$ cat src/rtl/fp_renormalizer_if.sv
// Handshake and data bundle between the adder tree, the renormalizer and
// the result register. The master drives sums in and accepts results; the
// renormalizer connects through the slave modport.
interface fp_renormalizer_if #(
  parameter int EXP_W  = 8,
  parameter int MANT_W = 23,
  parameter int SUM_W  = 51
);
  logic              in_valid;
  logic              in_ready;
  logic [SUM_W-1:0]  sum;
  logic [EXP_W-1:0]  exp_max;
  logic              out_valid;
  logic              out_ready;
  logic              out_sign;
  logic [EXP_W-1:0]  out_exp;
  logic [MANT_W-1:0] out_mant;
  logic              out_zero;
  logic              out_ovf;
  logic              out_unf;

  modport master (
    output in_valid, sum, exp_max, out_ready,
    input  in_ready, out_valid, out_sign, out_exp, out_mant,
           out_zero, out_ovf, out_unf
  );

  modport slave (
    input  in_valid, sum, exp_max, out_ready,
    output in_ready, out_valid, out_sign, out_exp, out_mant,
           out_zero, out_ovf, out_unf
  );
endinterface

$ cat src/rtl/fp_renormalizer.sv
// fp_renormalizer: converts the signed fixed-point mantissa sum (aligned to
// exp_max, 1.0 at bit 2*MANT_W) back into sign / signed exponent / fraction.
// Three register stages (abs -> normalize -> round/range), valid/ready with
// a global stall so the pipeline holds as a unit.
// Define FP_RENORM_RNE_EN for round-to-nearest-even; otherwise the fraction
// is truncated toward zero and no guard/sticky logic exists.
module fp_renormalizer #(
  parameter int N      = 8,
  parameter int EXP_W  = 8,
  parameter int MANT_W = 23
) (
  input logic              clk,
  input logic              rst,
  fp_renormalizer_if.slave bus
);
  localparam int SUM_W = 2*MANT_W + 2 + $clog2(N);
  localparam int PW    = $clog2(SUM_W);
  localparam int EW    = EXP_W + PW + 1;
  localparam logic signed [EW-1:0] E_MAX = EW'(2**(EXP_W-1) - 1);
  localparam logic signed [EW-1:0] E_MIN = EW'(-(2**(EXP_W-1)));

  logic stall;
  assign stall        = bus.out_valid && !bus.out_ready;
  assign bus.in_ready = !stall;

  // Stage 1: sign and magnitude; the most negative sum still fits unsigned.
  logic                    v1, sign1;
  logic [SUM_W-1:0]        mag1;
  logic signed [EXP_W-1:0] exp1;

  // Stage 1 register
  always_ff @(posedge clk) begin
    if (rst) begin
      v1    <= 1'b0;
      sign1 <= 1'b0;
      mag1  <= '0;
      exp1  <= '0;
    end else if (!stall) begin
      v1    <= bus.in_valid;
      sign1 <= bus.sum[SUM_W-1];
      mag1  <= bus.sum[SUM_W-1] ? (SUM_W'(0) - bus.sum) : bus.sum;
      exp1  <= bus.exp_max;
    end
  end

  // Stage 2 combinational: leading-one position and normalize.
  logic [PW-1:0]          lead;
  logic [PW-1:0]          shamt;
  logic [MANT_W-1:0]      frac_s2;
  logic signed [EW-1:0]   e_s2;

  // Leading-one detect: highest set bit wins
  always_comb begin
    lead = '0;
    for (int i = 0; i < SUM_W; i++)
      if (mag1[i]) lead = PW'(i);
  end

  assign shamt = PW'(SUM_W-1) - lead;
  assign e_s2  = $signed(EW'(exp1)) + $signed(EW'({1'b0, lead})) - EW'(2*MANT_W);

`ifdef FP_RENORM_RNE_EN
  // Hidden bit sits at SUM_W-1 after the shift and is dropped here.
  logic [SUM_W-2:0] norm;
  logic             guard_s2, sticky_s2;
  assign norm      = (SUM_W-1)'(mag1 << shamt);
  assign frac_s2   = norm[SUM_W-2 -: MANT_W];
  assign guard_s2  = norm[SUM_W-2-MANT_W];
  assign sticky_s2 = |norm[SUM_W-3-MANT_W:0];
`else
  assign frac_s2   = MANT_W'((mag1 << shamt) >> (SUM_W-1-MANT_W));
`endif

  logic                 v2, sign2, zero2;
  logic [MANT_W-1:0]    frac2;
  logic signed [EW-1:0] e2;
`ifdef FP_RENORM_RNE_EN
  logic                 guard2, sticky2;
`endif

  // Stage 2 register
  always_ff @(posedge clk) begin
    if (rst) begin
      v2      <= 1'b0;
      sign2   <= 1'b0;
      zero2   <= 1'b0;
      frac2   <= '0;
      e2      <= '0;
`ifdef FP_RENORM_RNE_EN
      guard2  <= 1'b0;
      sticky2 <= 1'b0;
`endif
    end else if (!stall) begin
      v2      <= v1;
      sign2   <= sign1;
      zero2   <= (mag1 == '0);
      frac2   <= frac_s2;
      e2      <= e_s2;
`ifdef FP_RENORM_RNE_EN
      guard2  <= guard_s2;
      sticky2 <= sticky_s2;
`endif
    end
  end

  // Stage 3 combinational: rounding (may carry into the exponent).
  logic [MANT_W-1:0]    frac_r;
  logic signed [EW-1:0] e_r;

`ifdef FP_RENORM_RNE_EN
  logic rnd_inc, rnd_carry;

  // Round to nearest, ties to even
  always_comb begin
    rnd_inc = guard2 && (sticky2 || frac2[0]);
    {rnd_carry, frac_r} = {1'b0, frac2} + {{MANT_W{1'b0}}, rnd_inc};
    e_r = rnd_carry ? (e2 + EW'(1)) : e2;
  end
`else
  // Truncation: fraction and exponent pass straight through
  always_comb begin
    frac_r = frac2;
    e_r    = e2;
  end
`endif

  // Stage 3 register: zero, overflow saturation, underflow flush
  always_ff @(posedge clk) begin
    if (rst) begin
      bus.out_valid <= 1'b0;
      bus.out_sign  <= 1'b0;
      bus.out_exp   <= '0;
      bus.out_mant  <= '0;
      bus.out_zero  <= 1'b0;
      bus.out_ovf   <= 1'b0;
      bus.out_unf   <= 1'b0;
    end else if (!stall) begin
      bus.out_valid <= v2;
      bus.out_sign  <= sign2;
      bus.out_exp   <= e_r[EXP_W-1:0];
      bus.out_mant  <= frac_r;
      bus.out_zero  <= 1'b0;
      bus.out_ovf   <= 1'b0;
      bus.out_unf   <= 1'b0;
      if (zero2) begin
        bus.out_sign <= 1'b0;
        bus.out_zero <= 1'b1;
        bus.out_exp  <= E_MIN[EXP_W-1:0];
        bus.out_mant <= '0;
      end else if (e_r > E_MAX) begin
        bus.out_exp  <= E_MAX[EXP_W-1:0];
        bus.out_mant <= '1;
        bus.out_ovf  <= 1'b1;
      end else if (e_r < E_MIN) begin
        bus.out_exp  <= E_MIN[EXP_W-1:0];
        bus.out_mant <= '0;
        bus.out_unf  <= 1'b1;
      end
    end
  end
endmodule

$ cat src/flat_wrapper.sv
// flat-port wrapper written by rule: the top's interface ports become plain ports
module fp_renormalizer_flat 
#(
  parameter int N      = 8,
  parameter int EXP_W  = 8,
  parameter int MANT_W = 23
)
  (clk, rst, bus_in_valid, bus_sum, bus_exp_max, bus_out_ready, bus_in_ready, bus_out_valid, bus_out_sign, bus_out_exp, bus_out_mant, bus_out_zero, bus_out_ovf, bus_out_unf);
  fp_renormalizer_if #(.EXP_W(EXP_W), .MANT_W(MANT_W)) bus_i ();
  input logic clk;
  input logic rst;
  input wire logic [$bits(bus_i.in_valid)-1:0] bus_in_valid;
  input wire logic [$bits(bus_i.sum)-1:0] bus_sum;
  input wire logic [$bits(bus_i.exp_max)-1:0] bus_exp_max;
  input wire logic [$bits(bus_i.out_ready)-1:0] bus_out_ready;
  output wire logic [$bits(bus_i.in_ready)-1:0] bus_in_ready;
  output wire logic [$bits(bus_i.out_valid)-1:0] bus_out_valid;
  output wire logic [$bits(bus_i.out_sign)-1:0] bus_out_sign;
  output wire logic [$bits(bus_i.out_exp)-1:0] bus_out_exp;
  output wire logic [$bits(bus_i.out_mant)-1:0] bus_out_mant;
  output wire logic [$bits(bus_i.out_zero)-1:0] bus_out_zero;
  output wire logic [$bits(bus_i.out_ovf)-1:0] bus_out_ovf;
  output wire logic [$bits(bus_i.out_unf)-1:0] bus_out_unf;
  assign bus_i.in_valid = bus_in_valid;
  assign bus_i.sum = bus_sum;
  assign bus_i.exp_max = bus_exp_max;
  assign bus_i.out_ready = bus_out_ready;
  assign bus_in_ready = bus_i.in_ready;
  assign bus_out_valid = bus_i.out_valid;
  assign bus_out_sign = bus_i.out_sign;
  assign bus_out_exp = bus_i.out_exp;
  assign bus_out_mant = bus_i.out_mant;
  assign bus_out_zero = bus_i.out_zero;
  assign bus_out_ovf = bus_i.out_ovf;
  assign bus_out_unf = bus_i.out_unf;
  fp_renormalizer #(.N(N), .EXP_W(EXP_W), .MANT_W(MANT_W)) u_core (.clk(clk), .rst(rst), .bus(bus_i));
endmodule
$ cat config.mk
export PLATFORM = sky130hd
export DESIGN_NAME = fp_renormalizer_flat
export DESIGN_NICKNAME = d
export VERILOG_FILES = /design/src/rtl/fp_renormalizer_if.sv /design/src/rtl/fp_renormalizer.sv /design/src/flat_wrapper.sv
export SDC_FILE = /design/constraint.sdc
export NUM_CORES = 1
export LEC_CHECK = 0
export CAP_MARGIN = 20
export CELL_PAD_IN_SITES_DETAIL_PLACEMENT = 1
export CELL_PAD_IN_SITES_GLOBAL_PLACEMENT = 1
export CORE_AREA = 2 2 181 183
export CTS_BUF_LIST = sky130_fd_sc_hd__clkbuf_4 sky130_fd_sc_hd__clkbuf_8
export CTS_CLUSTER_SIZE = 8
export DETAILED_ROUTE_END_ITERATION = 7
export DIE_AREA = 0 0 183 185
export GPL_ROUTABILITY_DRIVEN = 0
export PLACE_DENSITY_LB_ADDON = 0.1
export SLEW_MARGIN = 20
export SYNTH_ARGS = -nofsm -noshare
export SYNTH_HDL_FRONTEND = slang
export SYNTH_SLANG_ARGS = --single-unit
$ cat constraint.sdc
create_clock -name clk -period 4.4 [get_ports clk]
set_clock_uncertainty 0.05 [all_clocks]
set_input_delay 0.66 -clock clk [delete_from_list [all_inputs] [get_ports clk]]
set_output_delay 0.66 -clock clk [all_outputs]
set_load 0.1 [all_outputs]
# ---- After elaboration in Yosys (flattened, before gate mapping)
# Cells that the tools add are included.
dict set report word_totals {
  out_inout_bits 37
  input_bits 63
  regBits 138
}
dict set report classes {
  n_lt_le_gt_ge 2
  n_addsub 4
  reduce_logical 4
  shift 1
  muxes 64
}
# cell count
set ops {}
lappend ops {{2-to-1 mux 6 bit} 19}
lappend ops {{2-to-1 mux 5 bit} 16}
lappend ops {{2-to-1 mux 23 bit} 3}
lappend ops {{logical NOT 51 bit} 1}
lappend ops {{2-to-1 mux 51 bit} 1}
lappend ops {{<< shifter 51 x 6 -> 50 bit} 1}
lappend ops {{subtractor 1 x 51 -> 51 bit, first input constant} 1}
lappend ops {{2-to-1 mux 4 bit} 8}
lappend ops {{2-to-1 mux 8 bit} 3}
lappend ops {{greater-than comparator 15 x 8 -> 1 bit, second input constant} 1}
lappend ops {{less-than comparator 15 x 8 -> 1 bit, second input constant} 1}
lappend ops {{subtractor 15 x 7 -> 15 bit, second input constant} 1}
lappend ops {{2-to-1 mux 3 bit} 4}
lappend ops {{adder 8 x 7 -> 9 bit} 1}
lappend ops {{2-to-1 mux 1 bit} 8}
lappend ops {{subtractor 6 bit, first input constant} 1}
lappend ops {{2-to-1 mux 2 bit} 2}
lappend ops {{logical NOT 1 bit} 2}
lappend ops {{logical AND 1 bit} 1}

# ---- Logic depth before layout (Yosys ltp)
# Gate-level depths: netlist of the first run.
dict set report depth {
  word_depth 52
  mapped_depth 23
}

# ---- Worst setup path after synthesis of the first run
# OpenSTA, ideal clock, no wires.
dict set report synth_path {
  path_kind {reg-to-reg}
  start {register u_core.mag1[31]}
  end {register u_core.frac2[20]}
  period_less_slack_ns 4.485
  n_path_buf 7
  t_arrival_ns 4.313
  path_slack_ns -0.085
  path_stages_with_launch 19
  path_cell_list {dfxtp_1 > clkbuf_1 > or3_1 > a211oi_1 > a311oi_2 > nor2_2 > buf_6 > buf_4 > buf_2 > inv_1 > ha_1 > clkbuf_1 > clkbuf_1 > clkbuf_1 > mux4_2 > mux2i_1 > o221ai_1 > a32oi_1 > o21ai_1}
}
dict set report synth_via {
  elab_chain_cells 22
}
# item line_no
set synth_lines {}
lappend synth_lines {{from (decl)} fp_renormalizer.sv:28} ;# logic [SUM_W-1:0] mag1;
lappend synth_lines {{from (signal assigned)} fp_renormalizer.sv:41} ;# mag1 <= bus.sum[SUM_W-1] ? (SUM_W'(0) - bus.sum) : bus.sum;
lappend synth_lines {{2-to-1 mux 5 bit} fp_renormalizer.sv:56} ;# if (mag1[i]) lead = PW'(i);
lappend synth_lines {{2-to-1 mux 6 bit (19 in a row)} fp_renormalizer.sv:56}
lappend synth_lines {{subtractor 6 bit} fp_renormalizer.sv:59} ;# assign shamt = PW'(SUM_W-1) - lead;
lappend synth_lines {{<< shifter 51 x 6 -> 50 bit *} fp_renormalizer.sv:71} ;# assign frac_s2 = MANT_W'((mag1 << shamt) >> (SUM_W-1-MANT_W));
lappend synth_lines {{to (signal assigned)} fp_renormalizer.sv:97} ;# frac2 <= frac_s2;
lappend synth_lines {{to (decl)} fp_renormalizer.sv:75} ;# logic [MANT_W-1:0] frac2;
# Every way passes the cells marked *; elsewhere a longest branch is shown, timed or not.
# A chain may end at the register's enable or synchronous reset.

# ---- Worst setup path in the final report of the first run
dict set report layout_path {
  start {register u_core.mag1[27]}
  end {register u_core.frac2[20]}
}
dict set report layout_via {
  elab_chain_cells 26
}
# item line_no
set layout_lines {}
lappend layout_lines {{2-to-1 mux 5 bit (5 in a row)} fp_renormalizer.sv:56}
lappend layout_lines {{2-to-1 mux 6 bit (19 in a row)} fp_renormalizer.sv:56}
lappend layout_lines {{subtractor 6 bit} fp_renormalizer.sv:59}
lappend layout_lines {{<< shifter 51 x 6 -> 50 bit *} fp_renormalizer.sv:71}
# Marks and branches as above.

==> summary.md, run 1 <==
| Metric | Value |
|---|---|
| DRC viols | `0` |
| Ranking of synthesized cells by area | `dfxtp_1 29%, mux4_2 10%, nand2_1 6.3%` |
| CP top delay family | `compound AO/OA/AOI/OAI gates` |
| Initial core utilization | `0.294` |
| Synth Area in Adders | `0.0141` |
| Combinational family with the most area after synthesis | `compound AO/OA/AOI/OAI gates` |
| Final setup vio count | `0` |
| Worst path bufs/invs | `2` |
| Yosys top cell area share | `0.293` |
| Cell Chain, Critical Path | `nor4_2 -> buf_4 -> o2111ai_1 -> a21o_1 -> a2111o_1 -> ha_1 -> xnor2_2 -> buf_4 -> a21oi_1 -> or3_1 -> a22oi_1 -> o21ai_1` |
| Yosys cell types | `75` |
| Slowest Stage Delay on Critical Path | `between 0.5 and 0.6 ns` |
| Clock sink count | `~140` |
| Hold Violations, Final | `0` |
| Post-Synth Simple-Gate Area | `0.182` |
| Largest fanout on the critical path | `12` |
| Area growth syn-to-layout | `21.9%` |
| Seq/Total Area, Yosys | `0.293` |
| Reg2Reg Depth | `12` |
| Synth Area in XOR/XNOR | `0.0593` |
| Total wire length | `31900 µm` |
| H-tree depth | `4` |
| Clock buffer depth | `2` |
| Largest net degree at the start of global routing | `71` |
| Pwr/cell area | `between 500 and 600 mW/mm²` |
| Die area | `0.0339 mm²` |
| RSZ-0062 raised after global routing | `false` |
| CTS tree | `yes` |
| Initial antenna violation count | `0` |
| GRT Residual Overflow | `0` |
| Slew headroom | `0.337` |
| CP required | `4.70 ns` |
| Tcrit/Tclk final | `0.922` |
| Routed vias | `~8800` |
| Fin crit period | `4.06 ns` |
| Commonest cells post-synth | `157 x nand2_1, 138 x dfxtp_1, 92 x nor2_1` |
| WL/cell | `19.3 µm` |
| Worst Path Arrival | `4.36 ns` |
| First-pass GRT wire length | `51000 µm` |
| Outcome | `completed` |
| Max VDD drop | `approximately 0.2 mV` |
| Syn Inst Count | `1143` |
| Worst slew pin tran | `between 0.9 and 1 ns` |
| CTS Buf Count | `17` |
| Iter 0 DRT Violations | `390` |
| Hold Path Class | `reg2reg` |
| Yosys reg bits | `around 140` |
| Worst path depth | `12` |
| F_max | `247 MHz` |
| Dpl hpwl | `24300 µm` |
| Clock transition at path regs | `roughly 0.09 ns` |
| CP Capture Type | `flop` |
| Hold buffers post-CTS | `0` |
| R2R Setup Slk | `roughly 0.34 ns` |
| Mapped Area | `0.00943 mm²` |
| Die W | `around 180 µm` |
| Warnings, synthesis | `0` |
| Hold_ws | `~0.40 ns` |
| CP Launch Type | `flop` |
| Later-pin clock latency in the skew report | `about 0.46 ns` |
| Synth area leader | `dfxtp_1` |
| Final WS setup | `0.344 ns` |
| Worst flop-to-flop path startpoint | `u_core.mag1[27]` |
| Count leader, synth | `nand2_1` |
| Port Buffer Count | `99` |
| Via-to-Cell Ratio | `5.35` |
| Boundary Pins | `100` |
| Post-synth EDFFs | `0` |
| Complex-gate fraction of the synthesized area | `0.230` |
| Avg Inst Size Synth | `8.25 µm²` |
| Fraction of registers with async set/reset | `0` |
| Final max-slew violation count | `0` |
| Clock root cell | `clkbuf_8` |
| Nets | `about 1300` |
| Core area | `0.0320 mm²` |
| Die H | `185 µm` |
| Top_reg_cell synth | `dfxtp_1` |
| Total of max-cap violations | `0` |
| Overall routing resource usage | `0.191` |
| Layout cells sized above 1 | `0.144` |
| Row cnt | `66` |
| Antenna-violating nets left | `0` |
| Slowest cell on the critical path | `xnor2_2` |
| Crit path kind | `reg2reg` |
| Post-synthesis mux area share | `0.168` |
| Worst R2R End | `u_core.frac2[20]` |
| Leakage | `roughly 4.4 nW` |
| Critical path endpoint | `u_core.frac2[20]` |
| Final Util | `0.359` |
| Antenna cells | `0` |
| Vias in the first global route | `8847` |
| Critical path startpoint | `u_core.mag1[27]` |
| Cell repeated most along the worst path | `buf_4` |
| Syn nets | `1216` |
| Setup Total Neg Slack | `0 ns` |
| TritonRoute pass-1 iters | `4` |
| Worst slack at placement | `about 0.21 ns` |
routing by layer:
| metal | global-route usage | part of all wire |
|---|---|---|
| met1 | 0.269 | 0.50 |
| met2 | 0.313 | 0.45 |
| met3 | 0.0197 | 0.027 |
| met4 | 0.0512 | 0.016 |
| met5 | 0 | 0 |
logic make-up after synthesis:
| group | after synthesis |
|---|---|
| buffers and inverters | 119 |
| DFF | 138 |
| adders and majority gates | 10 |
| muxes | 102 |
| xor gates and xnor gates | 63 |
| AOI/OAI and AO/OA | 333 |
| and+or+nand+nor | 378 |
metrics by stage:
stage / power, W / std cells / cell area [µm²]
2_1_floorplan: 0.00399 / 1143 / 9430
3_3_place_gp: 0.00504 / 1620 / 11100
3_5_place_dp: 0.00506 / 1620 / 11100
4_1_cts: 0.00618 / 1652 / 11500
5_1_grt: 0.00650 / 1652 / 11500
6_report: 0.00614 / 1652 / 11500
repair_timing:
item	CTS	global route
setup buffers	0	0
endpoints found under the setup margin	0	11
gates resized for setup	0	3
hold endpoints to repair	0	0
how the worst min path moves through the flow:
stage	cells after the start	from	end
floorplan	1	u_core.frac2[2]	u_core.frac2[2]
global placement	2	u_core.bus.out_mant[8]	u_core.bus.out_mant[8]
detailed placement	2	u_core.bus.out_mant[14]	u_core.bus.out_mant[14]
CTS	2	rst	u_core.bus.out_mant[4]
global route	2	rst	u_core.bus.out_mant[14]
finish	2	u_core.bus.out_mant[14]	u_core.bus.out_mant[14]
worst reg2reg max path, cell delays in order (launching register included):
cell and delay (ns):
dfxtp_1 0.41, nor4_2 0.38, buf_4 0.19, o2111ai_1 0.11
a21o_1 0.24, a2111o_1 0.49, ha_1 0.32, xnor2_2 0.55
buf_4 0.30, a21oi_1 0.08, or3_1 0.36, a22oi_1 0.37
o21ai_1 0.09
placed cells by master, fill, tap and decap left out, types with 10 or more instances in the layout:
master           synthesis  final
nand2_1                157    157
dfxtp_1                138    138
clkdlybuf4s50_1          0     96
nor2_1                  92     92
a21oi_1                 88     87
o21ai_0                 67     67
buf_4                    2     59
a211oi_1                53     53
xor2_1                  52     52
mux2i_1                 45     45
mux4_2                  43     43
nor3_1                  26     26
inv_1                   24     24
nand3_1                 22     22
nor4_1                  20     19
o31ai_1                 19     19
clkbuf_8                 0     17
mux2_2                  13     13
or4_1                   10     10
o211ai_1                10     10
sequential cells by signal, indices dropped and copies added (netlist names), 8 cells and up:
signal and cells:
u_core.frac2 23, u_core.bus.out_mant 23, u_core.bus.out_exp 8, u_core.mag1 51
u_core.exp1 8, u_core.e2 15
area by class of cell:
class                      count  area [µm²]
timing repair buffer         162        1530
sequential                   138        2760
fill                        3806       20500
clock inverter                15         154
multi-input combinational    886        6200
inverter                      26         101
tap                          408         510
clock buffer                  17         234
where the power goes:
| part | internal, W | total (W) | switching [W] | leakage (nW) |
|---|---|---|---|---|
| sequential | 0.00150 | 0.00171 | 0.000207 | 1.15 |
| combinational | 0.00128 | 0.00333 | 0.00205 | 3.02 |
| clock | 0.000468 | 0.00109 | 0.000623 | 0.194 |
| total | 0.00326 | 0.00614 | 0.00288 | 4.36 |
(Power assumes the default switching activity.)
==> run 2: changes to the inputs <==
Settings changed: CTS_CLUSTER_DIAMETER set to 60.
==> results of run 2 <==
Final layout, timing and power as in run 1 (identical DEF).
